**src/rtl/dvs_ravens_pkg.sv**
```systemverilog
// Shared types and widths for the DVS-to-RAVENS event path.
package dvs_ravens_pkg;

    localparam int unsigned DVS_X_ADDR_BITS   = 9;
    localparam int unsigned DVS_Y_ADDR_BITS   = 9;
    localparam int unsigned TIMESTAMP_US_BITS = 16;
    localparam int unsigned DS_SHIFT_DEFAULT  = 3;

    localparam int unsigned DS_X_BITS      = DVS_X_ADDR_BITS - DS_SHIFT_DEFAULT;
    localparam int unsigned DS_Y_BITS      = DVS_Y_ADDR_BITS - DS_SHIFT_DEFAULT;
    localparam int unsigned NEURON_ID_BITS = DS_X_BITS + DS_Y_BITS + 1;

    typedef struct packed {
        logic [DVS_X_ADDR_BITS-1:0]   x;
        logic [DVS_Y_ADDR_BITS-1:0]   y;
        logic [TIMESTAMP_US_BITS-1:0] timestamp;
        logic                         polarity;
    } dvs_event_t;

    typedef enum logic {
        CMD_SPIKE = 1'b0,
        CMD_RUN   = 1'b1
    } cmd_type_e;

    typedef enum logic [1:0] {
        IDLE      = 2'd0,
        SPIKE     = 2'd1,
        RUN       = 2'd2,
        WAIT_DONE = 2'd3
    } sched_state_e;

    // Downsampled neuron id: {y >> shift, x >> shift, polarity}.
    function automatic logic [NEURON_ID_BITS-1:0] neuron_id(
        input logic [DVS_X_ADDR_BITS-1:0] x,
        input logic [DVS_Y_ADDR_BITS-1:0] y,
        input logic                       pol,
        input int unsigned                shift
    );
        return {DS_Y_BITS'(y >> shift), DS_X_BITS'(x >> shift), pol};
    endfunction

endpackage

```
**src/rtl/dvs_event_fifo.sv**
```systemverilog
// Synchronous event FIFO with registered full/empty/level and a flush.
module dvs_event_fifo
    import dvs_ravens_pkg::*;
#(
    parameter int unsigned DEPTH = 16
) (
    input  logic                     clk,
    input  logic                     rst,
    input  logic                     i_flush,
    input  logic                     i_push,
    input  logic                     i_pop,
    input  dvs_event_t               i_wdata,
    output dvs_event_t               o_head_c,
    output logic                     o_full,
    output logic                     o_empty,
    output logic [$clog2(DEPTH):0]   o_level
);

    localparam int unsigned AW = $clog2(DEPTH);
    localparam int unsigned LW = AW + 1;

    dvs_event_t    r_mem [DEPTH];
    logic [AW-1:0] r_wptr;
    logic [AW-1:0] r_rptr;
    logic [LW-1:0] r_level;
    logic [LW-1:0] w_level_nxt;
    logic          r_full;
    logic          r_empty;
    logic          w_do_push;
    logic          w_do_pop;

    assign w_do_push = i_push && !r_full && !i_flush;
    assign w_do_pop  = i_pop && !r_empty && !i_flush;

    // Next occupancy from accepted push/pop.
    always_comb begin
        w_level_nxt = r_level + LW'(w_do_push) - LW'(w_do_pop);
    end

    // Pointers and status flags; flush behaves like a local reset.
    always_ff @(posedge clk) begin
        if (rst || i_flush) begin
            r_wptr  <= '0;
            r_rptr  <= '0;
            r_level <= '0;
            r_full  <= 1'b0;
            r_empty <= 1'b1;
        end else begin
            if (w_do_push) r_wptr <= r_wptr + AW'(1);
            if (w_do_pop)  r_rptr <= r_rptr + AW'(1);
            r_level <= w_level_nxt;
            r_full  <= (w_level_nxt == LW'(DEPTH));
            r_empty <= (w_level_nxt == '0);
        end
    end

    // Storage array, no reset needed.
    always_ff @(posedge clk) begin
        if (w_do_push) r_mem[r_wptr] <= i_wdata;
    end

    assign o_head_c = r_mem[r_rptr];
    assign o_full   = r_full;
    assign o_empty  = r_empty;
    assign o_level  = r_level;

endmodule

```
**src/rtl/dvs_event_scheduler.sv**
```systemverilog
// Bins DVS events into microsecond timesteps and issues SPIKE/RUN commands to RAVENS.
module dvs_event_scheduler
    import dvs_ravens_pkg::*;
#(
    parameter int unsigned FIFO_DEPTH  = 16,
    parameter int unsigned TIMESTEP_US = 1000,
    parameter int unsigned DS_SHIFT    = 3
) (
    input  logic                         clk,
    input  logic                         rst,
    input  logic                         enable,
    input  logic [TIMESTAMP_US_BITS-1:0] cur_timestamp,
    input  logic [DVS_X_ADDR_BITS-1:0]   event_x,
    input  logic [DVS_Y_ADDR_BITS-1:0]   event_y,
    input  logic [TIMESTAMP_US_BITS-1:0] event_timestamp,
    input  logic                         event_polarity,
    input  logic                         new_event,
    output logic                         cmd_valid,
    input  logic                         cmd_ready,
    output logic                         cmd_type,
    output logic [NEURON_ID_BITS-1:0]    cmd_data,
    input  logic                         ravens_done,
    output logic [$clog2(FIFO_DEPTH):0]  fifo_level,
    output logic [15:0]                  drop_count,
    output logic                         busy
);

    localparam int unsigned TW = TIMESTAMP_US_BITS;
    localparam logic [TW-1:0] STEP = TW'(TIMESTEP_US);

    sched_state_e              r_state;
    sched_state_e              w_state_nxt;
    logic                      r_enable_d;
    logic [TW-1:0]             r_window_start;
    logic                      r_cmd_valid;
    logic                      r_cmd_type;
    logic [NEURON_ID_BITS-1:0] r_cmd_data;
    logic                      r_busy;
    logic [15:0]               r_drop_count;

    logic                      w_cmd_valid_nxt;
    logic                      w_cmd_type_nxt;
    logic [NEURON_ID_BITS-1:0] w_cmd_data_nxt;
    logic                      w_pop;
    logic                      w_advance;
    logic                      w_enable_rise;
    logic                      w_push;
    logic                      w_full;
    logic                      w_empty;
    dvs_event_t                w_wr_event;
    dvs_event_t                w_head;
    logic [TW-1:0]             w_age;
    logic [TW-1:0]             w_hd;
    logic                      w_expired;
    logic                      w_head_in_window;
    logic                      w_can_start;

    assign w_enable_rise = enable && !r_enable_d;
    assign w_push        = new_event && enable && !w_full;
    assign w_wr_event    = '{x: event_x, y: event_y, timestamp: event_timestamp,
                             polarity: event_polarity};

    dvs_event_fifo #(
        .DEPTH (FIFO_DEPTH)
    ) u_fifo (
        .clk      (clk),
        .rst      (rst),
        .i_flush  (w_enable_rise),
        .i_push   (w_push),
        .i_pop    (w_pop),
        .i_wdata  (w_wr_event),
        .o_head_c (w_head),
        .o_full   (w_full),
        .o_empty  (w_empty),
        .o_level  (fifo_level)
    );

    // Modular window arithmetic; a head behind the window is clamped into it.
    assign w_age            = cur_timestamp - r_window_start;
    assign w_expired        = (w_age >= STEP);
    assign w_hd             = w_head.timestamp - r_window_start;
    assign w_head_in_window = (w_hd < STEP) || w_hd[TW-1];
    // Window start is being reloaded on the enable edge, so hold decisions one cycle.
    assign w_can_start      = enable && !w_enable_rise;

    // Next-state and registered command outputs.
    always_comb begin
        w_state_nxt     = r_state;
        w_cmd_valid_nxt = r_cmd_valid;
        w_cmd_type_nxt  = r_cmd_type;
        w_cmd_data_nxt  = r_cmd_data;
        w_pop           = 1'b0;
        w_advance       = 1'b0;
        case (r_state)
            IDLE: begin
                if (w_can_start && !w_empty && w_head_in_window) begin
                    w_state_nxt     = SPIKE;
                    w_cmd_valid_nxt = 1'b1;
                    w_cmd_type_nxt  = CMD_SPIKE;
                    w_cmd_data_nxt  = neuron_id(w_head.x, w_head.y, w_head.polarity, DS_SHIFT);
                end else if (w_can_start && w_expired) begin
                    w_state_nxt     = RUN;
                    w_cmd_valid_nxt = 1'b1;
                    w_cmd_type_nxt  = CMD_RUN;
                    w_cmd_data_nxt  = '0;
                end
            end
            SPIKE: begin
                if (cmd_ready) begin
                    w_pop           = 1'b1;
                    w_state_nxt     = IDLE;
                    w_cmd_valid_nxt = 1'b0;
                end
            end
            RUN: begin
                if (cmd_ready) begin
                    w_advance       = 1'b1;
                    w_state_nxt     = WAIT_DONE;
                    w_cmd_valid_nxt = 1'b0;
                end
            end
            WAIT_DONE: begin
                if (ravens_done) w_state_nxt = IDLE;
            end
            default: begin
                w_state_nxt     = IDLE;
                w_cmd_valid_nxt = 1'b0;
            end
        endcase
    end

    // FSM state and command output registers.
    always_ff @(posedge clk) begin
        if (rst) begin
            r_state     <= IDLE;
            r_cmd_valid <= 1'b0;
            r_cmd_type  <= 1'b0;
            r_cmd_data  <= '0;
            r_busy      <= 1'b0;
        end else begin
            r_state     <= w_state_nxt;
            r_cmd_valid <= w_cmd_valid_nxt;
            r_cmd_type  <= w_cmd_type_nxt;
            r_cmd_data  <= w_cmd_data_nxt;
            r_busy      <= (w_state_nxt != IDLE);
        end
    end

    // Window start: resync on enable edge, otherwise advance one step per RUN.
    always_ff @(posedge clk) begin
        if (rst) begin
            r_enable_d     <= 1'b0;
            r_window_start <= '0;
        end else begin
            r_enable_d <= enable;
            if (w_enable_rise) r_window_start <= cur_timestamp;
            else if (w_advance) r_window_start <= r_window_start + STEP;
        end
    end

    // Saturating count of events refused by a full FIFO.
    always_ff @(posedge clk) begin
        if (rst) begin
            r_drop_count <= '0;
        end else if (new_event && enable && w_full && (r_drop_count != 16'hFFFF)) begin
            r_drop_count <= r_drop_count + 16'd1;
        end
    end

    assign cmd_valid  = r_cmd_valid;
    assign cmd_type   = r_cmd_type;
    assign cmd_data   = r_cmd_data;
    assign busy       = r_busy;
    assign drop_count = r_drop_count;

endmodule

```
**config.mk**
```make
export PLATFORM = sky130hd
export DESIGN_NAME = dvs_event_scheduler
export DESIGN_NICKNAME = d
export VERILOG_FILES = /design/src/rtl/dvs_ravens_pkg.sv /design/src/rtl/dvs_event_fifo.sv /design/src/rtl/dvs_event_scheduler.sv
export SDC_FILE = /design/constraint.sdc
export NUM_CORES = 1
export LEC_CHECK = 0
export ABC_CLOCK_PERIOD_IN_PS = 5200
export CAP_MARGIN = 40
export CORE_ASPECT_RATIO = 0.6
export CORE_UTILIZATION = 43
export CTS_CLUSTER_DIAMETER = 200
export CTS_CLUSTER_SIZE = 14
export DETAILED_ROUTE_END_ITERATION = 10
export PLACE_DENSITY_LB_ADDON = 0.05
export SLEW_MARGIN = 10
export SYNTH_ARGS = -nofsm -noshare
export SYNTH_HDL_FRONTEND = slang
export SYNTH_SLANG_ARGS = --single-unit
```
**constraint.sdc**
```tcl
create_clock -name clk -period 5.2 [get_ports clk]
set_input_delay 1.04 -clock clk [delete_from_list [all_inputs] [get_ports clk]]
set_output_delay 1.04 -clock clk [all_outputs]
set_load 0.02 [all_outputs]
```
==> results.toml, run 1 <==
[die]
die-area_mm2 = 0.0528
die_h_um = 178
coreArea_mm2 = 0.0511
fp.dieW_um = 296
io_pins = 94
start_util = 0.437
row_count = 64

[setup_path]
crit_fanout = 21
reg2reg_depth = 18
crit_chain = "buf_12, buf_4, mux4_2, mux4_2, ha_1, buf_4, nand2_1, o21bai_1, nor3_1, a2111oi_0, and4b_1, nand3_2, a31oi_1, buf_4, o41a_4, a31oi_2, buf_12, o22ai_1"
r2r_setup_slack_ps = 340
crit_arrival_ps = 5350
critPathTopFamily = "compound AO/OA/AOI/OAI gates"
slowest_stage = "a2111oi_0"
cpPeakStageDelay_ps = 590
endpoint_kind = "flip-flop"
critPathRequiredTime_ps = 5690
crit_top_cell = "buf_4"
path_buf_inv = 5
start_kind = "flip-flop"
path_class = "flip-flop to flip-flop"
r2r-end = "cmd_data[3]"

[timing]
drv_slew = 0
finalCriticalPeriod_ps = 4860
setup_viol = 0
worst-slew-pin-transition_ps = 797
fmax_mhz = 206
relSlewSlack = 0.467
whs_ps = 470
hold_viol_final = 0
skew_ps = 20.2
setup_tns_ps = 0
timing.final.crit_share = 0.935
finalWorstSetupSlack_ps = 340
rsz0062_at_grt = "no"

[cts]
root_buffer = "clkbuf_16"
cts.clk_slew.worst_paths_ps = 70
cts_buffers = 44
htreeDepth = 2
cts_tree = "done"
clock_path_buffers = 3
worst_skew_pair.late_latency_ps = 580
clkSinkCount = 534
cts_hold_buf = 0

[logic_synthesis]
ys_seq_area_frac = 0.687
avgSynthCellArea_um2 = 17.4
yosys_warnings = 0
synth_edf_count = 464
synth_cells = 1279
async_flop_share = 0
ys.flop_type = "edfxtp_1"
syn_nets = 1386
ys_ff_latch = 534
ys_types = 68
syn_area_mm2 = 0.0223

[detailed_routing]
via_per_inst = 5.59
first_pass_iters = 5
num_vias = 12000
drc = 0
wl_per_cell_um = 25.1
m1WireLength_mm = 28.0
drt-initial-drc-count = 1094
final_antenna_net_count = 0
dr_wl_met2_mm = 22.5
dr_wl_met3_mm = 2.83
routed_wl_mm = 54.0
maxUsedRoutingLayer = "met4"

[place]
portBuffers = 87
dp_slack_ps = 179
dpl.hpwl_mm = 33.1
placed_cell_area_mm2 = 0.0245
globalplace.congestion = 0.856

[worst_hold_path]
whs_path_depth = 2
hp-class = "flip-flop to flip-flop"
hold_start = "cmd_data[0]"
hold-path-endpoint = "cmd_data[0]"

[pwr]
power_density_mw_per_mm2 = 322
leakagePower_uw = 0.00821
total_power_uw = 8320
ir_drop_v = 0.000249

[grt]
antenna_found_initial = 1
grt_pass1_vias = 11700
grt_pass1_wl_mm = 78.9
grt.total_usage = 0.207
gr-total-overflow = 0
grt_max_degree = 42

[finish]
design_area_mm2 = 0.0259
drive_gt1_frac = 0.195
final_nets = 1533
final_common_cell = "edfxtp_1"
mostFrequentLayoutCells = "edfxtp_1 (464), mux4_2 (140), clkdlybuf4s50_1 (87), nor2_1 (73), inv_1 (69)"
area_growth_pct = 15.9

[status]
status = "completed"

[run]
max_cap_viol_count = 0
-- timing repair --
action | 4_1_cts | 5_1_grt
setup buffers | 0 | 1
endpoints found under the setup margin | 0 | 15
gates resized for setup | 0 | 1
-- per-stage QoR --
stage,instances,utilization
finish,2155,0.506
global route,2154,0.506
CTS,2153,0.506
detailed placement,2072,0.480
global placement,2072,0.480
floorplan,1279,-
-- state kept, by name, indices dropped and copies added, names as in the netlist, 2 cells and up, named ones only --
| name | cells |
|---|---|
| u_fifo.r_mem | 464 |
| drop_count | 16 |
| r_window_start | 16 |
| cmd_data | 13 |
| u_fifo.o_level | 5 |
| u_fifo.r_rptr | 4 |
| u_fifo.r_wptr | 4 |
| r_state | 2 |
-- tightest hold or removal path, cell delays in order (launching register included) --
cell     delay [ps]
dfxtp_1         310
inv_1            40
o22ai_1          70
-- per-layer routing --
layer | global-route usage | vias to the layer above
li1 | - | 5412
met1 | 0.347 | 6290
met2 | 0.285 | 288
met3 | 0.0297 | 55
met4 | 0.0354 | 0
met5 | 0 | -
-- how the worst max path moves through the flow --
stage / from / to / slack (ps) / cells past startpoint
2_1_floorplan: flip-flop / cmd_valid / 20 / 18
3_3_place_gp: flip-flop / cmd_valid / 340 / 15
3_5_place_dp: flip-flop / cmd_valid / 180 / 15
4_1_cts: flip-flop / cmd_valid / 170 / 14
5_1_grt: flip-flop / cmd_data[0] / 90 / 18
6_report: flip-flop / cmd_data[3] / 340 / 18
-- report_power, final --
group / internal, uW / switching [uW]
clock network: 1610 / 1520
registers: 4670 / 17.9
logic: 199 / 295
-- cells in the mapped netlist (9+ instances only) --
cell type / number / area share
clkbuf_1: 27 / 0.0045
nand4_1: 15 / 0.0042
xnor2_1: 24 / 0.0094
nand3_1: 18 / 0.0040
nand2b_1: 9 / 0.0025
nor2_1: 85 / 0.014
mux4_2: 140 / 0.14
a21oi_1: 37 / 0.0083
mux2i_1: 15 / 0.0067
dfxtp_1: 70 / 0.063
ha_1: 48 / 0.027
or3_1: 11 / 0.0031
inv_1: 70 / 0.012
nand2_1: 32 / 0.0054
buf_1: 15 / 0.0025
o22ai_1: 13 / 0.0036
edfxtp_1: 464 / 0.62
o21ai_0: 28 / 0.0063
xor2_1: 18 / 0.0071
a211oi_1: 13 / 0.0044
a21o_1: 9 / 0.0030
nor3_1: 17 / 0.0038
-- layout make-up --
cell class / instances / area [um^2]
Antenna cell: 1 / 2.50
Clock buffer: 77 / 1220
Clock inverter: 4 / 61.3
Fill cell: 4268 / 25200
Inverter: 70 / 263
Multi-Input combinational cell: 625 / 6610
Sequential cell: 534 / 15300
Tap cell: 693 / 867
Timing Repair Buffer: 151 / 1480
-- logic make-up after synthesis --
group / count (synthesis) / synth area share
flip-flops: 534 / 0.687
AND/OR/NAND/NOR: 216 / 0.0468
multiplexers: 159 / 0.150
AO/OA/AOI/OAI: 158 / 0.0492
buffers and inverters: 120 / 0.0214
adder cells (fa/ha/maj): 50 / 0.0287
XOR/XNOR: 42 / 0.0165
Power figures use the tool's default switching activity.
==> inputs of run 2 (changes only) <==
--- a/config.mk
+++ b/config.mk
@@ -13,7 +13,6 @@
 export CTS_CLUSTER_SIZE = 14
 export DETAILED_ROUTE_END_ITERATION = 10
 export PLACE_DENSITY_LB_ADDON = 0.05
-export SLEW_MARGIN = 10
 export SYNTH_ARGS = -nofsm -noshare
 export SYNTH_HDL_FRONTEND = slang
 export SYNTH_SLANG_ARGS = --single-unit
==> results of run 2 <==
Final layout, timing and power as in run 1 (identical DEF).
